## src/rtl/pipe_stage_buf.sv

```systemverilog
// Elastic valid/ready pipeline stage: DEPTH-entry circular buffer of LANES x WIDTH payload plus halt flag.
// Define PIPE_STAGE_STATS_EN to build the saturating stall_cnt / flush_cnt counters; otherwise both read 0.

module pipe_stage_lane #(
    parameter int WIDTH = 32,
    parameter int DEPTH = 2,
    parameter int PW    = 1
) (
    input  logic             CLK,
    input  logic             we,
    input  logic [PW-1:0]    wr_ptr,
    input  logic [PW-1:0]    rd_ptr,
    input  logic [WIDTH-1:0] wdata,
    output logic [WIDTH-1:0] rdata
);
    logic [DEPTH-1:0][WIDTH-1:0] mem;

    always_ff @(posedge CLK) begin
        if (we) mem[wr_ptr] <= wdata;
    end

    assign rdata = mem[rd_ptr];
endmodule

module pipe_stage_buf #(
    parameter int WIDTH = 32,
    parameter int LANES = 4,
    parameter int DEPTH = 2
) (
    input  logic                         CLK,
    input  logic                         nRST,
    input  logic                         flush,
    input  logic                         in_valid,
    output logic                         in_ready,
    input  logic [LANES*WIDTH-1:0]       in_data,
    input  logic                         in_halt,
    output logic                         out_valid,
    input  logic                         out_ready,
    output logic [LANES*WIDTH-1:0]       out_data,
    output logic                         out_halt,
    output logic [$clog2(DEPTH+1)-1:0]   count,
    output logic                         halt_latched,
    output logic [31:0]                  stall_cnt,
    output logic [31:0]                  flush_cnt
);
    localparam int CW = $clog2(DEPTH+1);
    localparam int PW = (DEPTH > 1) ? $clog2(DEPTH) : 1;

    logic [PW-1:0]                  wr_ptr, rd_ptr;
    logic [DEPTH-1:0]               halt_mem;
    logic [LANES-1:0][WIDTH-1:0]    head_data;
    logic                           enq, deq;

    function automatic logic [PW-1:0] bump(input logic [PW-1:0] p);
        return (p == PW'(DEPTH-1)) ? '0 : p + 1'b1;
    endfunction

    assign in_ready  = nRST && (count < CW'(DEPTH));
    assign out_valid = nRST && (count != '0);
    assign enq       = in_valid && in_ready;
    assign deq       = out_valid && out_ready;

    // Head is zero-masked when empty so downstream never sees stale slots.
    assign out_data  = out_valid ? head_data : '0;
    assign out_halt  = out_valid && halt_mem[rd_ptr];

    for (genvar g = 0; g < LANES; g++) begin : g_lane
        pipe_stage_lane #(.WIDTH(WIDTH), .DEPTH(DEPTH), .PW(PW)) u_lane (
            .CLK    (CLK),
            .we     (enq && !flush),
            .wr_ptr (wr_ptr),
            .rd_ptr (rd_ptr),
            .wdata  (in_data[g*WIDTH +: WIDTH]),
            .rdata  (head_data[g])
        );
    end

    always_ff @(posedge CLK) begin
        if (enq && !flush) halt_mem[wr_ptr] <= in_halt;
    end

    always_ff @(posedge CLK) begin
        if (!nRST) begin
            wr_ptr       <= '0;
            rd_ptr       <= '0;
            count        <= '0;
            halt_latched <= 1'b0;
        end else if (flush) begin
            // Flush wins over any handshake this cycle; halt_latched survives.
            rd_ptr <= wr_ptr;
            count  <= '0;
        end else begin
            if (enq) wr_ptr <= bump(wr_ptr);
            if (deq) rd_ptr <= bump(rd_ptr);
            if (enq && !deq)      count <= count + 1'b1;
            else if (deq && !enq) count <= count - 1'b1;
            if (deq && out_halt) halt_latched <= 1'b1;
        end
    end

`ifdef PIPE_STAGE_STATS_EN
    logic [32:0] flush_sum;
    assign flush_sum = {1'b0, flush_cnt} + 33'(count);

    always_ff @(posedge CLK) begin
        if (!nRST) begin
            stall_cnt <= '0;
            flush_cnt <= '0;
        end else begin
            if (in_valid && !in_ready && stall_cnt != '1) stall_cnt <= stall_cnt + 1'b1;
            if (flush) flush_cnt <= flush_sum[32] ? '1 : flush_sum[31:0];
        end
    end
`else
    assign stall_cnt = '0;
    assign flush_cnt = '0;
`endif
endmodule
```

## config.mk

```make
export PLATFORM = sky130hd
export DESIGN_NAME = pipe_stage_buf
export DESIGN_NICKNAME = d
export VERILOG_FILES = /design/src/rtl/pipe_stage_buf.sv
export SDC_FILE = /design/constraint.sdc
export NUM_CORES = 1
export LEC_CHECK = 0
export ABC_AREA = 0
export CORE_MARGIN = 4
export CORE_UTILIZATION = 50
export DETAILED_ROUTE_END_ITERATION = 6
export GPL_TIMING_DRIVEN = 0
export HOLD_SLACK_MARGIN = 0.15
export PLACE_DENSITY = 0.85
export REMOVE_ABC_BUFFERS = 1
export SYNTH_ARGS = -nofsm -noshare
export SYNTH_HDL_FRONTEND = slang
export SYNTH_SLANG_ARGS = --single-unit
```

## constraint.sdc

```tcl
create_clock -name CLK -period 18.88 [get_ports CLK]
set_input_delay 3.776 -clock CLK [delete_from_list [all_inputs] [get_ports CLK]]
set_output_delay 3.776 -clock CLK [all_outputs]
set_load 0.05 [all_outputs]
```

==> flow_summary.yaml <==
route:
  dr.pass1.iters: 4
  avgViaCountPerCell: 4.910
  vias: 6020
  wl_per_cell_um: 18.26
  antenna_left: 0
  wirelength_um: 22390
  drc: 0
  drt_iter0_markers: 349
sta:
  finalSetupTns_ns: 0
  max_freq_mhz: 100.9
  slew_headroom_pct: 32.49
  slew_violations: 0
  hold_violations: 0
  post-route-min-period_ns: 9.912
  rsz0062_at_grt: "no"
  finalCritPeriodShare_pct: 52.50
  worstMarginPinSlew_ns: 1.007
  setup_slack_ns: 8.968
  skew_ns: 0.008634
  final-setup-viol-count: 0
critical_path:
  crit_chain: "clkdlybuf4s50_1 > o21ai_4 > buf_16 > buf_12 > nor2_1 > clkdlybuf4s50_1"
  r2r_cells: 7
  critPathMaxFanout: 34
  r2r_slack_ns: 16.15
  startpoint_type: "primary input"
  path_class: "in -> out"
  slowest_delay_ns: 0.85
  critPathSlowestCell: "clkdlybuf4s50_1"
  cp-end-kind: "primary output"
  cp_common_cell: "clkdlybuf4s50_1"
  arrival_ns: 6.14
  timing.rr.end: "g_lane[2].u_lane.mem[31]$_DFFE_PP_"
  worstPathRequired_ns: 15.10
  cp_top_family: "buffers and inverters"
  path_buf_inv: 4
  r2r_start: "count[1]$_SDFFE_PP0P_"
logic_synthesis:
  ys_ff_latch: 263
  synth.area.top_cells: "edfxtp_1 (74%), mux2i_1 (12%), nor2_1 (4.7%)"
  seq_area_frac_synth_pct: 74.74
  postSynth.asyncResetShare_pct: 0
  ys_types: 25
  synth_edf_count: 258
  yosysTopAreaCell: "edfxtp_1"
  synthesis.area_um2: 10500
  synth_top_area_share_pct: 73.78
  yosys_warnings: 0
  synth_ff_type: "edfxtp_1"
  synth_cells: 641
  syn_area_per_cell_um2: 16.38
grt:
  grt_antenna_before_repair: 1
  grt_overflow: 0
  grt.busiest_layer: "met2"
  grt_use_total_pct: 18.35
  grt_start_max_net_pins: 50
  grt_pass1_wl_um: 34490
  grt_pass1_vias: 6278
  use_met1_pct: 20.79
  grt_use_met2_pct: 34.06
  gr-usage-met3_pct: 4.722
clocking:
  cts_tree: "built"
  htreeDepth: 1
  cts-root-buf: "clkbuf_16"
  clkLatencyLatePin_ns: 0.52
  cts-resized-gates: 0
  cts_sinks: 263
  cts_buffer_depth: 3
  cts_setup_buffers: 0
  cts_buffers: 27
  cts_hold_buf: 0
  path_clk_slew_ns: 0.05
pwr:
  p_per_area_nw_per_um2: 90.99
  leakagePower_nw: 4.871
  ir_worst_vdd_uv: 73.22
floorplanning:
  ios: 332
  start_util_pct: 51.40
  rows: 52
  die_w_um: 152.9
  die_h_um: 152.9
  core_area_um2: 20430
  die_area_um2: 23380
placement:
  gp_congestion: 0.7508
  place_area_um2: 13500
  hpwl_um: 15890
  pre_cts_ws_ns: 8.995
  port_buffers: 267
run_status:
  outcome: "completed"
min_path:
  hold_path.class: "reg -> reg"
  holdCritStartpoint: "halt_latched$_SDFFE_PN0P_"
  hold_depth: 1
  timing.hold.worst_endpoint: "halt_latched$_SDFFE_PN0P_"
cells_and_area:
  stdcell_area_um2: 14310
  antennaDiodeCount: 0
  area_growth_pct: 36.26
  drive_above_1_share_pct: 7.322
  nNetsFinal: 1072
job:
  timing.max_cap.violations: 0
-- cells in the mapped netlist (2+ instances only) --
cell        n
buf_6      13
o21ai_0     2
nor2_1    131
dfxtp_1     5
mux2i_1   129
nor3b_1     2
buf_2      13
edfxtp_1  258
clkbuf_1    2
a21oi_1     2
buf_4      65
xor2_1      4
inv_1       2
nand2_1     2
-- state kept, by name (all words and copies together), names as in the netlist --
signal,cells
g_lane.u_lane.mem,256
wr_ptr,1
rd_ptr,1
count,2
halt_latched,1
halt_mem,2
-- cell families (layout without fill, tap and decap cells) --
logic type               after synthesis  count (layout)  share of synthesized area (%)
adder cells (fa/ha/maj)                1               1                         0.1191
flip-flops                           263             263                          74.74
buffers and inverters                 96             348                          6.840
AND/OR/NAND/NOR                      140             140                          5.219
XOR/XNOR                               4               4                         0.3336
other                                  1              64                        0.03571
AO/OA/AOI/OAI                          7               7                         0.4171
multiplexers                         129             129                          12.30
-- layout make-up --
class	instances	area, um2
fillers	1338	6122
inverters	3	11.26
multi-input cells	345	2188
clock buffers	34	701.9
flip-flops and latches	263	7851
repair buffers	297	3115
well taps	270	337.8
clock inverters	14	101.3
-- worst max path at each step --
stage          start                            endpoint  slack (ns)  cells past startpoint
2_1_floorplan   nRST  g_lane[0].u_lane.mem[32]$_DFFE_PP_        4.34                      3
3_3_place_gp    nRST  g_lane[1].u_lane.mem[63]$_DFFE_PP_       -1.26                      4
3_5_place_dp    nRST                        out_data[27]        8.99                      6
4_1_cts         nRST                        out_data[27]        8.95                      6
5_1_grt         nRST                        out_data[27]        8.87                      6
6_report        nRST                        out_data[27]        8.97                      6
-- stage by stage --
step / hold WS (ns) / std cells / utilization (%) / total power, mW
finish: 0.4994 / 1226 / 70.03 / 1.302
global route: 0.5121 / 1226 / 70.03 / 1.349
CTS: 0.5063 / 1226 / 70.03 / 1.313
detailed placement: 0.4933 / 1178 / 66.10 / 0.8311
global placement: 0.4523 / 1148 / 63.83 / 0.8402
floorplan: 0.5450 / 611 / - / 0.7773
-- metal layers --
layer  wire [um]  vias up
li1            -     2806
met3        1733       49
met5          13        -
met4         683        2
met1        8150     2895
met2       11800      268
-- cell usage in the layout, fill, tap and decap left out, types with 6 or more instances in the layout --
master	count
clkbuf_1	7
clkinv_1	6
buf_6	14
conb_1	64
mux2i_1	129
buf_8	8
edfxtp_1	258
clkbuf_16	27
clkdlybuf4s50_1	267
nor2_1	131
-- where the power goes --
group,leakage (nW),switching [mW],internal (mW)
registers,2.38,0.00649,0.656
clock network,0.389,0.206,0.276
logic,2.10,0.0970,0.0599
Note: power is estimated with default switching activity, not from simulation.
